<file path="src/rtl/control_iluminacion_zonas.sv">
// Multi-zone lighting controller: per-zone IDLE/AUTO/FORCED lamp FSM with hold timer,
// darkness detection from night flag or lux threshold, and sticky motion-seen flags.
module control_iluminacion_zonas #(
  parameter int ZONES    = 4,
  parameter int LUX_W    = 8,
  parameter int HOLD_W   = 16,
  parameter int HOLD_CYC = 1000
) (
  input  logic                         clk,
  input  logic                         rst,
  input  logic                         enable,
  input  logic                         night,
  input  logic [LUX_W-1:0]             lux,
  input  logic [LUX_W-1:0]             lux_thresh,
  input  logic [ZONES-1:0]             motion,
  input  logic [ZONES-1:0]             manual_on,
  input  logic [ZONES-1:0]             manual_off,
  output logic [ZONES-1:0]             bulb,
  output logic [ZONES-1:0]             motion_seen,
  output logic [$clog2(ZONES+1)-1:0]   lights_on
);

  localparam int CNT_W = $clog2(ZONES+1);
  localparam logic [HOLD_W-1:0] HOLD_LOAD = HOLD_W'(HOLD_CYC);

  typedef enum logic [1:0] {
    ST_IDLE   = 2'd0,
    ST_AUTO   = 2'd1,
    ST_FORCED = 2'd2
  } zone_state_e;

  zone_state_e       state_q [ZONES];
  logic [HOLD_W-1:0] timer_q [ZONES];
  logic [ZONES-1:0]  bulb_q;
  logic [ZONES-1:0]  motion_seen_q;
  logic [ZONES-1:0]  motion_seen_d;
  logic              dark_s;
  logic              auto_ok_s;
  logic [CNT_W-1:0]  lights_on_s;

  // Darkness qualifier shared by all zones; lux equal to threshold counts as daylight.
  always_comb begin
    dark_s    = night | (lux < lux_thresh);
    auto_ok_s = enable & dark_s;
  end

  // Per-zone lamp FSM; bulb is updated on the same edge as the state.
  always_ff @(posedge clk) begin
    if (rst) begin
      for (int i = 0; i < ZONES; i++) begin
        state_q[i] <= ST_IDLE;
        timer_q[i] <= '0;
      end
      bulb_q <= '0;
    end else begin
      for (int i = 0; i < ZONES; i++) begin
        if (manual_off[i]) begin
          state_q[i] <= ST_IDLE;
          timer_q[i] <= '0;
          bulb_q[i]  <= 1'b0;
        end else if (manual_on[i]) begin
          state_q[i] <= ST_FORCED;
          timer_q[i] <= '0;
          bulb_q[i]  <= 1'b1;
        end else begin
          case (state_q[i])
            ST_IDLE: begin
              if (auto_ok_s && motion[i]) begin
                state_q[i] <= ST_AUTO;
                timer_q[i] <= HOLD_LOAD;
                bulb_q[i]  <= 1'b1;
              end
            end
            ST_AUTO: begin
              // Losing enable or darkness drops the zone before motion can extend it.
              if (!auto_ok_s) begin
                state_q[i] <= ST_IDLE;
                timer_q[i] <= '0;
                bulb_q[i]  <= 1'b0;
              end else if (motion[i]) begin
                timer_q[i] <= HOLD_LOAD;
              end else if (timer_q[i] > HOLD_W'(1)) begin
                timer_q[i] <= timer_q[i] - HOLD_W'(1);
              end else begin
                state_q[i] <= ST_IDLE;
                timer_q[i] <= '0;
                bulb_q[i]  <= 1'b0;
              end
            end
            ST_FORCED: begin
              state_q[i] <= ST_FORCED;
              bulb_q[i]  <= 1'b1;
            end
            default: begin
              state_q[i] <= ST_IDLE;
              timer_q[i] <= '0;
              bulb_q[i]  <= 1'b0;
            end
          endcase
        end
      end
    end
  end

  // Sticky motion flags: daytime clears and takes priority over new motion.
  always_comb begin
    motion_seen_d = motion_seen_q;
    if (!night) begin
      motion_seen_d = '0;
    end else begin
      motion_seen_d = motion_seen_q | (motion & {ZONES{enable}});
    end
  end

  // Motion-seen register.
  always_ff @(posedge clk) begin
    if (rst) begin
      motion_seen_q <= '0;
    end else begin
      motion_seen_q <= motion_seen_d;
    end
  end

  // Number of lit zones.
  always_comb begin
    lights_on_s = '0;
    for (int i = 0; i < ZONES; i++) begin
      lights_on_s = lights_on_s + CNT_W'(bulb_q[i]);
    end
  end

  assign bulb        = bulb_q;
  assign motion_seen = motion_seen_q;
  assign lights_on   = lights_on_s;

endmodule
</file>
<file path="config.mk">
export PLATFORM = sky130hd
export DESIGN_NAME = control_iluminacion_zonas
export DESIGN_NICKNAME = d
export VERILOG_FILES = /design/src/rtl/control_iluminacion_zonas.sv
export SDC_FILE = /design/constraint.sdc
export NUM_CORES = 1
export LEC_CHECK = 0
export CAP_MARGIN = 20
export CORE_MARGIN = 8
export CORE_UTILIZATION = 50
export CTS_BUF_LIST = sky130_fd_sc_hd__clkbuf_16
export DETAILED_ROUTE_END_ITERATION = 12
export PLACE_DENSITY = 0.74
export SYNTH_ARGS = -nofsm -noshare
export SYNTH_HDL_FRONTEND = slang
export SYNTH_SLANG_ARGS = --single-unit
</file>
<file path="constraint.sdc">
create_clock -name clk -period 5.2 [get_ports clk]
set_clock_uncertainty 0.15 [all_clocks]
set_input_delay 0.78 -clock clk [delete_from_list [all_inputs] [get_ports clk]]
set_output_delay 0.78 -clock clk [all_outputs]
set_load 0.01 [all_outputs]
</file>
Word level (Yosys, flattened, before mapping)
Memory sizes are Yosys's and may differ from the RTL's.
Index checks and enable logic that the tools add are counted.

operators by class
  add/sub/neg operators = 7
  magnitude comparators = 5
  eq/ne operators = 20
  muxes and demuxes = 291
  bitwise operators = 65
  reductions and logical operators = 21

operators with widths
  kind                   number
  $mux 16                32
  $mux 1                 227
  $gt 16x1->1 const B    4
  $sub 16x1->16 const B  4
  $or 1x1->1             61
  $mux 2                 28
  $ne 4x4->1 const B     8
  $ne 3x3->1 const B     4
  $pmux 1 s3             4
  $reduce_and 3->1       4
  $reduce_or 3->1        4
  $reduce_or 2->1        5
  $eq 2x1->1 const B     4
  $eq 2x2->1 const B     4
  $logic_not 2->1        4
  $lt 8x8->1             1
  $and 4x4->4            1
  $logic_and 1x1->1      4
  $or 4x4->4             1
  $add 2x1->3            1
  $add 3x1->3            1
  $add 1x1->2            1
  $and 1x1->1            1
  $not 1->1              1

word-level totals
  register bits = 8
  RAM bits = 72
  bits of input ports = 32
  output and inout bits = 11
  memories kept = 2

memories
  name     depth  width  rd ports  clocked after memory_dff  write ports  line  RTL
  timer_q  4      16     4         0                         4            33    logic [HOLD_W-1:0] timer_q [ZONES];
  state_q  4      2      4         0                         4            32    zone_state_e state_q [ZONES];

Longest topological paths before layout
  depth after elaboration = 16
  depth in mapped cells = 9
  gate-level depth less buffers = 7

Worst setup path before layout
OpenSTA, ideal clock, no wires.

  path kind = input to register
  start point = input lux_thresh[2]
  end point = memory timer_q[2][0] (enable)
  setup time = 0.411 ns
  arrival time = 3.293 ns
  required time = 4.639 ns
  setup slack = 1.346 ns
  stages on the path = 7
  path buffers = 1
  path through = inv_1 ha_1 a211oi_1 o21ai_0 a211o_2 clkbuf_1 o21ai_0

RTL lines
  what                line  RTL
  start: declaration  14    input logic [LUX_W-1:0] lux_thresh,
  end: declaration    33

==> run_summary.xml <==
<?xml version="1.0" encoding="UTF-8"?>
<metrics>
  <group name="die">
    <metric name="fp.dieArea" unit="um2">12600</metric>
    <metric name="placementRows" unit="">35</metric>
    <metric name="die_w" unit="um">112</metric>
    <metric name="io_pins" unit="">43</metric>
    <metric name="placeableCoreArea" unit="um2">9110</metric>
    <metric name="initial_cell_density_of_the_core" unit="%">50.7</metric>
    <metric name="dieHeight" unit="um">112</metric>
  </group>
  <group name="clocking">
    <metric name="cts_tree" unit="">built</metric>
    <metric name="numCtsBuffers" unit="">9</metric>
    <metric name="worst_case_clock_buffer_depth" unit="">2</metric>
    <metric name="cts.sink_count" unit="">80</metric>
    <metric name="root_buffer" unit="">sky130_fd_sc_hd__clkbuf_16</metric>
    <metric name="clock_latency_on_the_worst_skew_pair" unit="ps">330</metric>
    <metric name="clk_transition_reported_paths" unit="ps">60</metric>
    <metric name="cts_resized" unit="">0</metric>
    <metric name="post_cts_setup_inserts" unit="">0</metric>
    <metric name="htree_num_levels" unit="">3</metric>
    <metric name="ctsHoldBuffers" unit="">0</metric>
  </group>
  <group name="cells_and_area">
    <metric name="final_util" unit="%">59.8</metric>
    <metric name="post_route_insts_no_fill" unit="">615</metric>
    <metric name="nNetsFinal" unit="">549</metric>
    <metric name="num_antenna_cells" unit="">0</metric>
    <metric name="drive_gt1_share" unit="%">6.75</metric>
    <metric name="layout.cell_area.non_filler" unit="um2">5450</metric>
    <metric name="area.growth.synth_to_final" unit="%">18.0</metric>
    <metric name="filler_cell_count" unit="">755</metric>
  </group>
  <group name="critical_path">
    <metric name="timing.critical_path.arrival" unit="ps">3700</metric>
    <metric name="critical_path.startpoint" unit="">lux_thresh[2]</metric>
    <metric name="cpMaxStageDelayCell" unit="">sky130_fd_sc_hd__nand4_1</metric>
    <metric name="cp.required" unit="ps">5200</metric>
    <metric name="worstPathMaxFanout" unit="">16</metric>
    <metric name="critical_path.reg2reg.endpoint" unit="">timer_q[3][7]</metric>
    <metric name="timing.critical_path.cells" unit="">clkdlybuf4s50_1 -&gt; inv_1 -&gt; ha_1 -&gt; a211oi_1 -&gt; o21ai_0 -&gt; a211oi_2 -&gt; nand4_1 -&gt; o22ai_1</metric>
    <metric name="timing.critical_path.to_type" unit="">flop</metric>
    <metric name="critPathLaunchType" unit="">primary input</metric>
    <metric name="worst_r2r_startpoint" unit="">timer_q[3][8]</metric>
    <metric name="critPathKind" unit="">in2reg</metric>
    <metric name="worst_r2r_path_depth" unit="">5</metric>
    <metric name="slowest_delay" unit="ps">690</metric>
    <metric name="reg2reg_setup_slack" unit="ps">2290</metric>
  </group>
  <group name="yosys">
    <metric name="number_of_enable_type_register_cells_in_the_synthesized_netlist" unit="">72</metric>
    <metric name="synthTopCellsByArea" unit="">sky130_fd_sc_hd__edfxtp_1, sky130_fd_sc_hd__xnor2_1, sky130_fd_sc_hd__nor2_1</metric>
    <metric name="synth_sequential_area_ratio" unit="%">50.3</metric>
    <metric name="synth_top_cell_area_share" unit="%">46.8</metric>
    <metric name="synth_largest_area_cell" unit="">sky130_fd_sc_hd__edfxtp_1</metric>
    <metric name="number_of_warnings_printed_during_yosys_synthesis" unit="">0</metric>
    <metric name="synth_fa_ha_area_share" unit="%">5.04</metric>
    <metric name="yosys.cell_types.count" unit="">53</metric>
    <metric name="netlist_instances" unit="">452</metric>
    <metric name="synth_xor_xnor_area_share" unit="%">10.4</metric>
    <metric name="syn-cell-area" unit="um2">4620</metric>
    <metric name="largest_family_of_logic_cells_by_synthesized_area" unit="">simple AND/OR/NAND/NOR gates</metric>
    <metric name="post_synth.cell_area_avg" unit="um2">10.2</metric>
    <metric name="synth_async_sr_flop_share" unit="%">0</metric>
    <metric name="yosys-mux-area-fraction" unit="%">0</metric>
    <metric name="synth_compound_area_share" unit="%">10.3</metric>
    <metric name="yosys_most_used_dff" unit="">sky130_fd_sc_hd__edfxtp_1</metric>
    <metric name="synth.ff_latch_count" unit="">80</metric>
    <metric name="mapped_nets" unit="">502</metric>
    <metric name="post_synth_and_or_nand_nor_area_fraction" unit="%">20.2</metric>
  </group>
  <group name="power">
    <metric name="share_clk_of_total_power" unit="%">37.7</metric>
    <metric name="vdd.ir_drop.worst" unit="V">0.000179</metric>
    <metric name="p_int" unit="mW">1.25</metric>
    <metric name="cellLeakagePower" unit="nW">2.13</metric>
    <metric name="p_switching" unit="mW">0.463</metric>
    <metric name="power_frac_seq" unit="%">44.4</metric>
    <metric name="combinationalPowerShare" unit="%">17.9</metric>
    <metric name="swShare" unit="%">27.0</metric>
    <metric name="power_density" unit="nW/um2">315</metric>
  </group>
  <group name="detailed_routing">
    <metric name="detailedRoute.firstPassIterationCount" unit="">4</metric>
    <metric name="routed_wire_length_per_instance" unit="um">16.4</metric>
    <metric name="detail_route.iter0.violations" unit="">210</metric>
    <metric name="routed-via-count" unit="">3526</metric>
    <metric name="vias_per_cell" unit="">5.73</metric>
    <metric name="drt.antenna.violating_nets" unit="">0</metric>
    <metric name="routed_wirelength" unit="mm">10.1</metric>
    <metric name="detail_route.drc_violations" unit="">0</metric>
  </group>
  <group name="timing">
    <metric name="setup-tns-final" unit="ps">0</metric>
    <metric name="rsz0062_at_grt" unit="">no</metric>
    <metric name="slew_headroom" unit="%">54.9</metric>
    <metric name="post-route-period-util" unit="%">71.0</metric>
    <metric name="timing.final.hold_violations" unit="">0</metric>
    <metric name="report.final.slew_viol_count" unit="">0</metric>
    <metric name="hold_ws" unit="ps">318</metric>
    <metric name="layout_min_cycle_time" unit="ps">3690</metric>
    <metric name="max_freq" unit="MHz">271</metric>
    <metric name="setup_viol" unit="">0</metric>
    <metric name="worst-slew-pin-transition" unit="ps">677</metric>
  </group>
  <group name="hold_path">
    <metric name="worst_hold_path.num_cells" unit="">2</metric>
    <metric name="hold_start" unit="">motion_seen[3]</metric>
    <metric name="hold-path-endpoint" unit="">motion_seen[3]</metric>
    <metric name="worstHoldPathType" unit="">reg2reg</metric>
  </group>
  <group name="place">
    <metric name="portBuffers" unit="">42</metric>
    <metric name="globalplace.congestion" unit="">0.767</metric>
    <metric name="dpl.hpwl" unit="mm">7.18</metric>
    <metric name="postPlaceCellArea" unit="um2">5140</metric>
    <metric name="post-place-cells" unit="">598</metric>
  </group>
  <group name="outcome">
    <metric name="run_status" unit="">finished, final reports clean</metric>
  </group>
  <group name="flow_run">
    <metric name="max_cap_check_violation_count" unit="">0</metric>
  </group>
  <group name="global_routing">
    <metric name="global_route.overflow_total" unit="">0</metric>
    <metric name="first_global_vias" unit="">3498</metric>
    <metric name="grt_first_pass_wirelength" unit="mm">16.9</metric>
    <metric name="groute.usage.overall" unit="%">16.5</metric>
    <metric name="grt_start_max_net_pins" unit="">17</metric>
    <metric name="number_of_antenna_violations_at_the_first_check_in_global_routing" unit="">0</metric>
  </group>
</metrics>
[worst max path at each step]
stage	endpoint	slack [ps]	depth (start not counted)
floorplan	timer_q[2][0]	1350	7
global placement	timer_q[2][6]	1370	8
detailed placement	timer_q[2][9]	1230	8
CTS	timer_q[2][7]	1540	8
global route	timer_q[2][8]	1190	8
finish	timer_q[2][7]	1510	8
[state kept, by name, summed over array words and instances (netlist names)]
name	cells
timer_q	64
motion_seen	4
state_q	8
bulb	4
[logic make-up (layout without fill, tap and decap cells)]
family / after synthesis / after routing
AND/OR/NAND/NOR: 187 / 187
flip-flops: 80 / 80
AO/OA/AOI/OAI: 72 / 72
XOR/XNOR: 55 / 55
buffers and inverters: 40 / 92
adder cells (fa/ha/maj): 18 / 18
[cells in the mapped netlist (3+ instances only)]
library cell,instances
sky130_fd_sc_hd__a211oi_1,3
sky130_fd_sc_hd__a21oi_1,11
sky130_fd_sc_hd__and3_1,3
sky130_fd_sc_hd__clkbuf_1,5
sky130_fd_sc_hd__dfxtp_1,8
sky130_fd_sc_hd__edfxtp_1,72
sky130_fd_sc_hd__ha_1,17
sky130_fd_sc_hd__inv_1,30
sky130_fd_sc_hd__nand2_1,17
sky130_fd_sc_hd__nand2b_1,3
sky130_fd_sc_hd__nand3_1,7
sky130_fd_sc_hd__nand3b_1,3
sky130_fd_sc_hd__nand4_1,3
sky130_fd_sc_hd__nor2_1,77
sky130_fd_sc_hd__nor3_1,29
sky130_fd_sc_hd__nor3b_1,3
sky130_fd_sc_hd__nor4_1,18
sky130_fd_sc_hd__o21ai_0,26
sky130_fd_sc_hd__o22ai_1,13
sky130_fd_sc_hd__or3_1,6
sky130_fd_sc_hd__or4_1,6
sky130_fd_sc_hd__or4_4,4
sky130_fd_sc_hd__xnor2_1,36
sky130_fd_sc_hd__xor2_1,19
[per-stage QoR]
| step | power (mW) | setup slack [ps] |
|---|---|---|
| 3_5_place_dp | 1.08 | 1230 |
| 5_1_grt | 1.79 | 1190 |
| 4_1_cts | 1.73 | 1540 |
| 3_3_place_gp | 1.07 | 1370 |
| 6_report | 1.72 | 1510 |
| 2_1_floorplan | 0.986 | 1350 |
[critical path: cells and delay by family]
kind                     cells  cell delay, ps
adder cells (fa/ha/maj)      1             290
AND/OR/NAND/NOR              1             690
AO/OA/AOI/OAI                4            1440
buffers and inverters        2             490
[final cells by class]
| type | instances | area [um2] | share of cell area (%) |
|---|---|---|---|
| multi-input combinational | 332 | 2120 | 38.9 |
| inverter | 30 | 113 | 2.07 |
| clock buffer | 9 | 225 | 4.13 |
| tap | 111 | 139 | 2.55 |
| clock inverter | 7 | 77.6 | 1.42 |
| sequential | 80 | 2320 | 42.6 |
| timing repair buffer | 46 | 450 | 8.27 |
[metal layers]
metal / vias to the layer above / GRT usage (%) / part of all wire, %
met3: 16 / 3.70 / 5.3
li1: 1747 / - / -
met5: - / 0 / 0
met4: 0 / 6.83 / 2.0
met1: 1680 / 21.7 / 46
met2: 83 / 25.9 / 46
[power groups by stage]
stage | logic (mW) | registers [mW] | clock network (mW)
after floorplan | 0.217 | 0.769 | 0
after global placement | 0.297 | 0.773 | 0
after detailed placement | 0.303 | 0.775 | 0
after CTS | 0.308 | 0.761 | 0.658
after global routing | 0.343 | 0.767 | 0.684
final | 0.307 | 0.762 | 0.648
[cells in the final DEF, fill, tap and decap left out, drive strengths merged, types with 7 or more instances in the layout]
master / n
or4: 10
nor3: 29
nor2: 77
ha: 17
or3: 9
xor2: 19
a21oi: 11
clkdlybuf4s50: 42
o22ai: 13
dfxtp: 8
nand2: 17
edfxtp: 72
nand3: 7
nor4: 18
inv: 33
o21ai: 26
xnor2: 36
clkbuf: 9
No activity file was read; power rests on OpenSTA's default activity.
